==> config.mk <==
export PLATFORM = sky130hd
export DESIGN_NAME = instruction_fetch
export DESIGN_NICKNAME = d
export VERILOG_FILES = /design/src/rtl/instruction_fetch.sv
export SDC_FILE = /design/constraint.sdc
export NUM_CORES = 1
export LEC_CHECK = 0
export CORE_UTILIZATION = 46
export DETAILED_ROUTE_END_ITERATION = 7
export HOLD_SLACK_MARGIN = 0.15
export PLACE_DENSITY = 0.81
export SKIP_LAST_GASP = 1
export SLEW_MARGIN = 5
export SYNTH_ARGS = -nofsm -noshare
export SYNTH_HDL_FRONTEND = slang
export SYNTH_SLANG_ARGS = --single-unit
==> constraint.sdc <==
create_clock -name clk -period 2.6 [get_ports clk]
set_clock_uncertainty 0.2 [all_clocks]
set_input_delay 0.39 -clock clk [delete_from_list [all_inputs] [get_ports clk]]
set_output_delay 0.39 -clock clk [all_outputs]
set_load 0.02 [all_outputs]
==> src/rtl/instruction_fetch.sv <==
// Fetch stage for a single-issue RV32I core: owns the PC, issues one word read
// at a time, and holds one {instruction, pc} pair for decode. An execute-stage
// redirect retargets the PC and squashes any in-flight wrong-path fetch.
module instruction_fetch #(
    parameter logic [31:0] RESET_PC  = 32'h0000_0000,
    parameter logic [31:0] NOP_INSTR = 32'h0000_0013
) (
    input  logic        clk,
    input  logic        reset_n,
    output logic        imem_req,
    output logic [31:0] imem_addr,
    input  logic        imem_gnt,
    input  logic        imem_rvalid,
    input  logic [31:0] imem_rdata,
    input  logic        redirect_valid,
    input  logic [31:0] redirect_pc,
    output logic        if_valid,
    output logic [31:0] if_instr,
    output logic [31:0] if_pc,
    input  logic        id_ready
);

    // REQ: may issue; WAIT: response will be used; WAIT_DROP: response is wrong-path
    typedef enum logic [1:0] {
        S_REQ       = 2'd0,
        S_WAIT      = 2'd1,
        S_WAIT_DROP = 2'd2
    } state_e;

    state_e      state_q, state_d;
    logic [31:0] pc_q, pc_d;
    logic        if_valid_q, if_valid_d;
    logic [31:0] if_instr_q, if_instr_d;
    logic [31:0] if_pc_q, if_pc_d;

    logic slot_free;
    logic accept;

    // The output slot may be (re)filled when empty or when decode drains it this cycle.
    // A redirect masks the request so the old PC never goes out on the redirect cycle.
    always_comb begin
        slot_free = !if_valid_q || id_ready;
        imem_req  = reset_n && (state_q == S_REQ) && slot_free && !redirect_valid;
        accept    = imem_req && imem_gnt;
    end

    assign imem_addr = pc_q;
    assign if_valid  = if_valid_q;
    assign if_instr  = if_instr_q;
    assign if_pc     = if_pc_q;

    // Next-state: redirect has priority over everything, then consume/fill per state
    always_comb begin
        state_d    = state_q;
        pc_d       = pc_q;
        if_valid_d = if_valid_q;
        if_instr_d = if_instr_q;
        if_pc_d    = if_pc_q;

        if (redirect_valid) begin
            pc_d       = redirect_pc & ~32'h3;
            if_valid_d = 1'b0;
            if_instr_d = NOP_INSTR;
            unique case (state_q)
                S_REQ:       state_d = S_REQ;
                S_WAIT:      state_d = imem_rvalid ? S_REQ : S_WAIT_DROP;
                S_WAIT_DROP: state_d = imem_rvalid ? S_REQ : S_WAIT_DROP;
                default:     state_d = S_REQ;
            endcase
        end else begin
            if (if_valid_q && id_ready) begin
                if_valid_d = 1'b0;
                if_instr_d = NOP_INSTR;
            end
            unique case (state_q)
                S_REQ: begin
                    // Stale responses arriving here are ignored
                    if (accept) begin
                        pc_d    = pc_q + 32'd4;
                        state_d = S_WAIT;
                    end
                end
                S_WAIT: begin
                    // pc_q already points past the outstanding word
                    if (imem_rvalid) begin
                        if_instr_d = imem_rdata;
                        if_pc_d    = pc_q - 32'd4;
                        if_valid_d = 1'b1;
                        state_d    = S_REQ;
                    end
                end
                S_WAIT_DROP: begin
                    if (imem_rvalid) state_d = S_REQ;
                end
                default: state_d = S_REQ;
            endcase
        end
    end

    // State and output-slot registers; async reset loses any outstanding response
    always_ff @(posedge clk or negedge reset_n) begin
        if (!reset_n) begin
            state_q    <= S_REQ;
            pc_q       <= RESET_PC;
            if_valid_q <= 1'b0;
            if_instr_q <= NOP_INSTR;
            if_pc_q    <= RESET_PC;
        end else begin
            state_q    <= state_d;
            pc_q       <= pc_d;
            if_valid_q <= if_valid_d;
            if_instr_q <= if_instr_d;
            if_pc_q    <= if_pc_d;
        end
    end

endmodule

---- Word level (Yosys, flattened, before mapping) ----
Index checks and enable logic that the tools add are counted.
cells by class
  add/subtract/negate cells ............... 2
  multiply operators ...................... 0
  div/mod/pow operators ................... 0
  order comparisons ....................... 0
  equal/unequal tests ..................... 4
  shifts and indexed selects .............. 0
  muxes and demuxes ....................... 17
  bitwise gates (word level) .............. 1
  reductions and logical operators ........ 15
operators by type and width
  kind                   count
  $mux 32                7
  $add 32x3->32 const B  1
  $sub 32x3->32 const B  1
  $mux 2                 5
  $logic_and 1x1->1      5
  $mux 1                 4
  $pmux 2 s2             1
  $reduce_and 2->1       2
  $reduce_bool 2->1      2
  $ne 3x1->1 const B     1
  $ne 3x3->1 const B     1
  $reduce_and 3->1       1
  $eq 2x1->1 const B     1
  $eq 2x2->1 const B     1
  $logic_not 1->1        2
  $logic_not 2->1        1
  $reduce_or 2->1        1
  $logic_or 1x1->1       1
  $not 1->1              1
storage, ports and cells
  bits in registers ....................... 99
  bits in latches ......................... 0
  memory bits (writable) .................. 0
  memory bits (read-only) ................. 0
  input bits .............................. 70
  output and inout port bits .............. 98
  logic and storage cells ................. 44
  memories ................................ 0

---- Longest topological paths before layout ----
  word-level depth ........................ 8
  gate-level depth with buffers ........... 9

---- Least setup slack after synthesis ----
No wires, ideal clock.
  path kind ............................... register to register
  start point ............................. reg pc_q[5], in the netlist imem_addr[5]
  end point ............................... reg if_pc_q[22], in the netlist if_pc[22]
  setup time .............................. 0.129 ns
  data arrival time ....................... 2.142 ns
  slack ................................... 0.129 ns
  stages on the path, launching flop included .. 8
  path buffers ............................ 2
  period minus slack after synthesis ...... 2.471 ns
  path through ............................ dfrtp_1 buf_6 or4_4 or4b_4 buf_6 nor4_4 xnor2_1 o21ai_2
between the ends
  cells in the longest elaborated chain, start to end .. 1
RTL lines
  what                    line  RTL
  from (decl)             31    logic [31:0] pc_q, pc_d;
  from (signal assigned)  110   pc_q <= pc_d;
  $sub 32x3->32           87    if_pc_d = pc_q - 32'd4;
  to (signal assigned)    113   if_pc_q <= if_pc_d;
  to (decl)               34    logic [31:0] if_pc_q, if_pc_d;
No other way between the ends.
A chain may end at the register's enable or synchronous reset.

---- Worst setup path in the final report ----
  start point ............................. reg pc_q[2], in the netlist imem_addr[2]
  end point ............................... reg if_pc_q[22], in the netlist if_pc[22]
The elaborated chain is that of the path after synthesis.

==> results.txt <==
----------------------------------------------------
[Status]
  Outcome ... completed

[Timing]
  Share of the clock period used by the worst path after layout ... 90.88%
  Unrepaired setup endpoints after global routing ... false
  Rel. slew slack ... 46.10%
  Max-slew violation count ... 0
  Measured slew at the worst slew-check pin ... 808.5 ps
  Final hold violation count ... 0
  Final setup violating endpoints ... 0
  Final Critical Period ... 2363 ps
  Highest attainable clock frequency ... 423.2 MHz
  Final TNS setup ... 0 ps

[Critical path]
  CP endpoint ... if_pc[22]
  Endpoint arrival time on the critical path ... 2420 ps
  Crit path required time ... 2650 ps
  R2r startpoint ... imem_addr[2]
  Nature of the critical path startpoint ... flop
  Worst reg2reg path depth ... 7
  Reg-to-reg endpoint ... if_pc[22]
  Class of the most critical setup path ... reg2reg
  CP endpoint kind ... flop
  R2R setup slack ... 240 ps
  Timing startpoint of the critical path ... imem_addr[2]
  Maximum fanout along the worst path ... 7

[CTS]
  Clock latency on the worst-skew pair ... 370 ps
  CTS tree ... yes
  Count of clock tree sinks ... 95
  # H-tree levels ... 3
  Num CTS Buffers ... 9
  Clock Pin Slew Worst Setup and Hold Paths ... 90 ps
  Bufs on Longest Clock Path ... 2
  Clock tree root buffer cell ... sky130_fd_sc_hd__clkbuf_8

[Route]
  Via density per instance ... 5.603
  Routed wirelength normalized by instance count ... 17.45 um
  Detailed Routing Iterations Pass 1 ... 5
  Overall via count from detail_route ... 4,494
  Remaining DRCs ... 0
  Remaining number of nets flagged by the antenna check after routing ... 0
  Post-detailed-routing wire length ... 14.00 mm
  DRC marker count from the first detailed-route iteration ... 394

[Hold path]
  Class of the worst hold path ... in2async

[Power and ir drop]
  Total power consumption of the routed design ... 4146 uW
  Leakage power summed over all cells ... 0.002805 uW
  Combinational fraction of design power ... 31.4%
  Power density normalized to cell area ... 605.3 nW/um^2
  Switch share ... 33.05%
  VDD IR max ... 0.3649 mV
  Switching power ... 1370 uW
  Seq pwr share ... 44.8%
  Design internal power ... 2775 uW
  Clock group share of total power ... 23.8%

[Global routing]
  Global routing usage summed across all routing layers ... 26.73%
  Number of global-route vias before repair ... 4,372
  Initial antenna violation count ... 0
  Global-route wire length before repair ... 22.87 mm
  Sum of overflow across all layers after global routing ... 0
  Pin count of the biggest net entering global routing ... 66

[Synthesis]
  Post-synth ARST share ... 100.0%
  Number of synthesized flops with an enable pin ... 0
  Sequential cell area fraction in the yosys report ... 49.62%
  Mean instance size in the synthesized netlist ... 9.578 um^2
  Post-synthesis cell area ... 4798 um^2
  Number of unique standard cell types used by synthesis ... 55
  Number of warnings reported in the yosys synthesis log ... 0
  Number of flip-flops and latches in the synthesized netlist ... 95
  Synthesized instance count ... 501
  Most used flip-flop cell after synthesis ... sky130_fd_sc_hd__dfrtp_1

[Final layout]
  Net count reported at finish ... 738
  Inserted Diodes ... 0
  Layout Area Growth over Synthesis ... 42.74%
  Fraction of layout cells with a size suffix above 1 ... 9.716%
  Layout fillers ... 758

[Floorplan]
  Std-Cell Core Area ... 9955 um^2
  Die height ... 104.1 um
  Top-level port count ... 168
  Full die area ... 10,840 um^2
  Std cell rows ... 36
  Initial cell density of the core ... 48.20%
  Die W ... 104.1 um

[Placed design]
  Final estimated routing congestion in global placement ... 0.8743
  IO Port Bufs ... 161
  DP HPWL ... 10.51 mm

[Job]
  Max cap viols ... 0

----------------------------------------------------
## cell usage after synthesis (4+ instances only)
master / instances / area share [%]
sky130_fd_sc_hd__dfrtp_1: 92 / 48
sky130_fd_sc_hd__nand2_1: 65 / 5.1
sky130_fd_sc_hd__clkbuf_1: 33 / 2.6
sky130_fd_sc_hd__o21ai_0: 33 / 3.4
sky130_fd_sc_hd__a22o_1: 29 / 5.3
sky130_fd_sc_hd__nor2_1: 27 / 2.1
sky130_fd_sc_hd__xnor2_1: 24 / 4.4
sky130_fd_sc_hd__nand4_1: 18 / 2.3
sky130_fd_sc_hd__nand3_1: 16 / 1.7
sky130_fd_sc_hd__inv_1: 14 / 1.1
sky130_fd_sc_hd__o21ai_1: 14 / 1.5
sky130_fd_sc_hd__xor2_1: 13 / 2.4
sky130_fd_sc_hd__nor3_1: 12 / 1.3
sky130_fd_sc_hd__nor4_1: 11 / 1.4
sky130_fd_sc_hd__or3_1: 10 / 1.3
sky130_fd_sc_hd__a21oi_1: 8 / 0.83
sky130_fd_sc_hd__o211ai_1: 7 / 1.1
sky130_fd_sc_hd__buf_4: 4 / 0.63
sky130_fd_sc_hd__ha_1: 4 / 1.0
sky130_fd_sc_hd__nand2b_1: 4 / 0.52
## power groups by stage
stage               Sequential (uW)  Combinational, uW  Clock (uW)
finish                         1860               1300         985
global route                   1890               1390        1080
global placement               1880               1270           0
CTS                            1860               1310        1010
detailed placement             1890               1300           0
floorplan                      2080                401           0
## cells in the final DEF, fill, tap and decap left out, drive strengths merged, types with 11 or more instances in the layout
master	n
a22o	29
buf	31
clkbuf	11
clkdlybuf4s50	159
dfrtp	92
inv	16
nand2	65
nand3	16
nand4	18
nor2	27
nor3	15
nor4	13
o21ai	48
xnor2	24
xor2	13
## per-layer routing
| layer | share of wire [%] | up-vias | track usage (%) |
|---|---|---|---|
| met5 | 0 | - | 0 |
| met4 | 1.9 | 0 | 8.367 |
| met3 | 7.6 | 25 | 6.454 |
| met2 | 47 | 233 | 43.43 |
| met1 | 43 | 2132 | 35.28 |
| li1 | - | 2104 | - |
## through the flow
step | hold WS, ps | setup slack, ps | util, % | cell area (um^2) | std cells
finish | 183.5 | 237.2 | 68.80 | 6849 | 802
global route | 185.6 | 8.375 | 68.80 | 6849 | 802
CTS | 180.1 | 215.1 | 68.74 | 6843 | 802
detailed placement | 0.1735 | 110.4 | 66.67 | 6636 | 785
global placement | -7.148 | 100.8 | 66.67 | 6636 | 785
floorplan | -105.6 | 129.4 | - | 4810 | 504
## worst min path at each step
stage,startpoint,endpoint,slack [ps],cells after the start
after floorplan,reset_n,if_instr[10],-110,0
after global placement,reset_n,imem_addr[11],-7,1
after detailed placement,reset_n,imem_addr[11],0.2,1
after CTS,reset_n,imem_addr[11],180,2
after global routing,reset_n,imem_addr[11],190,2
final,reset_n,imem_addr[10],180,2
## critical path, stage by stage, from the launching register on
cell and delay (ps):
sky130_fd_sc_hd__dfrtp_1 460, sky130_fd_sc_hd__inv_1 160, sky130_fd_sc_hd__ha_1 250, sky130_fd_sc_hd__nand2b_1 150, sky130_fd_sc_hd__or4b_4 620, sky130_fd_sc_hd__nor4_4 180
sky130_fd_sc_hd__xnor2_1 170, sky130_fd_sc_hd__o21ai_2 60
## kinds of logic (layout without fill, tap and decap cells)
| group | Yosys count | in the layout | synth area share (%) |
|---|---|---|---|
| AO/OA/AOI/OAI | 115 | 115 | 16.25 |
| XOR/XNOR | 37 | 37 | 6.754 |
| adder cells (fa/ha/maj) | 4 | 4 | 1.043 |
| buffers and inverters | 58 | 223 | 5.215 |
| flip-flops | 95 | 95 | 49.62 |
| multiplexers | 6 | 6 | 1.330 |
| other | 1 | 4 | 0.07815 |
| AND/OR/NAND/NOR | 185 | 185 | 19.71 |
## flip-flops by register name (all words and copies together), names as in the netlist
signal,flops
state_q,2
if_valid,1
imem_addr,30
if_pc,30
if_instr,32
## repair_timing
item / 4_1_cts / 5_1_grt
gates resized for setup: 1 / 1
hold endpoints to repair: 30 / 0
setup endpoints to repair: 1 / 1
hold buffers: 1 / 0
setup buffers: 0 / 0
## layout make-up
type                       instances  area [um^2]  share of cell area (%)
clock buffer                      11        141.4                   2.064
clock inverter                     5        56.30                  0.8221
inverter                          15        56.30                  0.8221
multi-input combinational        351         2192                   32.01
sequential                        95         2381                   34.76
tap                              133        166.4                   2.430
timing repair buffer             192         1856                   27.09
No activity file was read; power rests on OpenSTA's default activity.
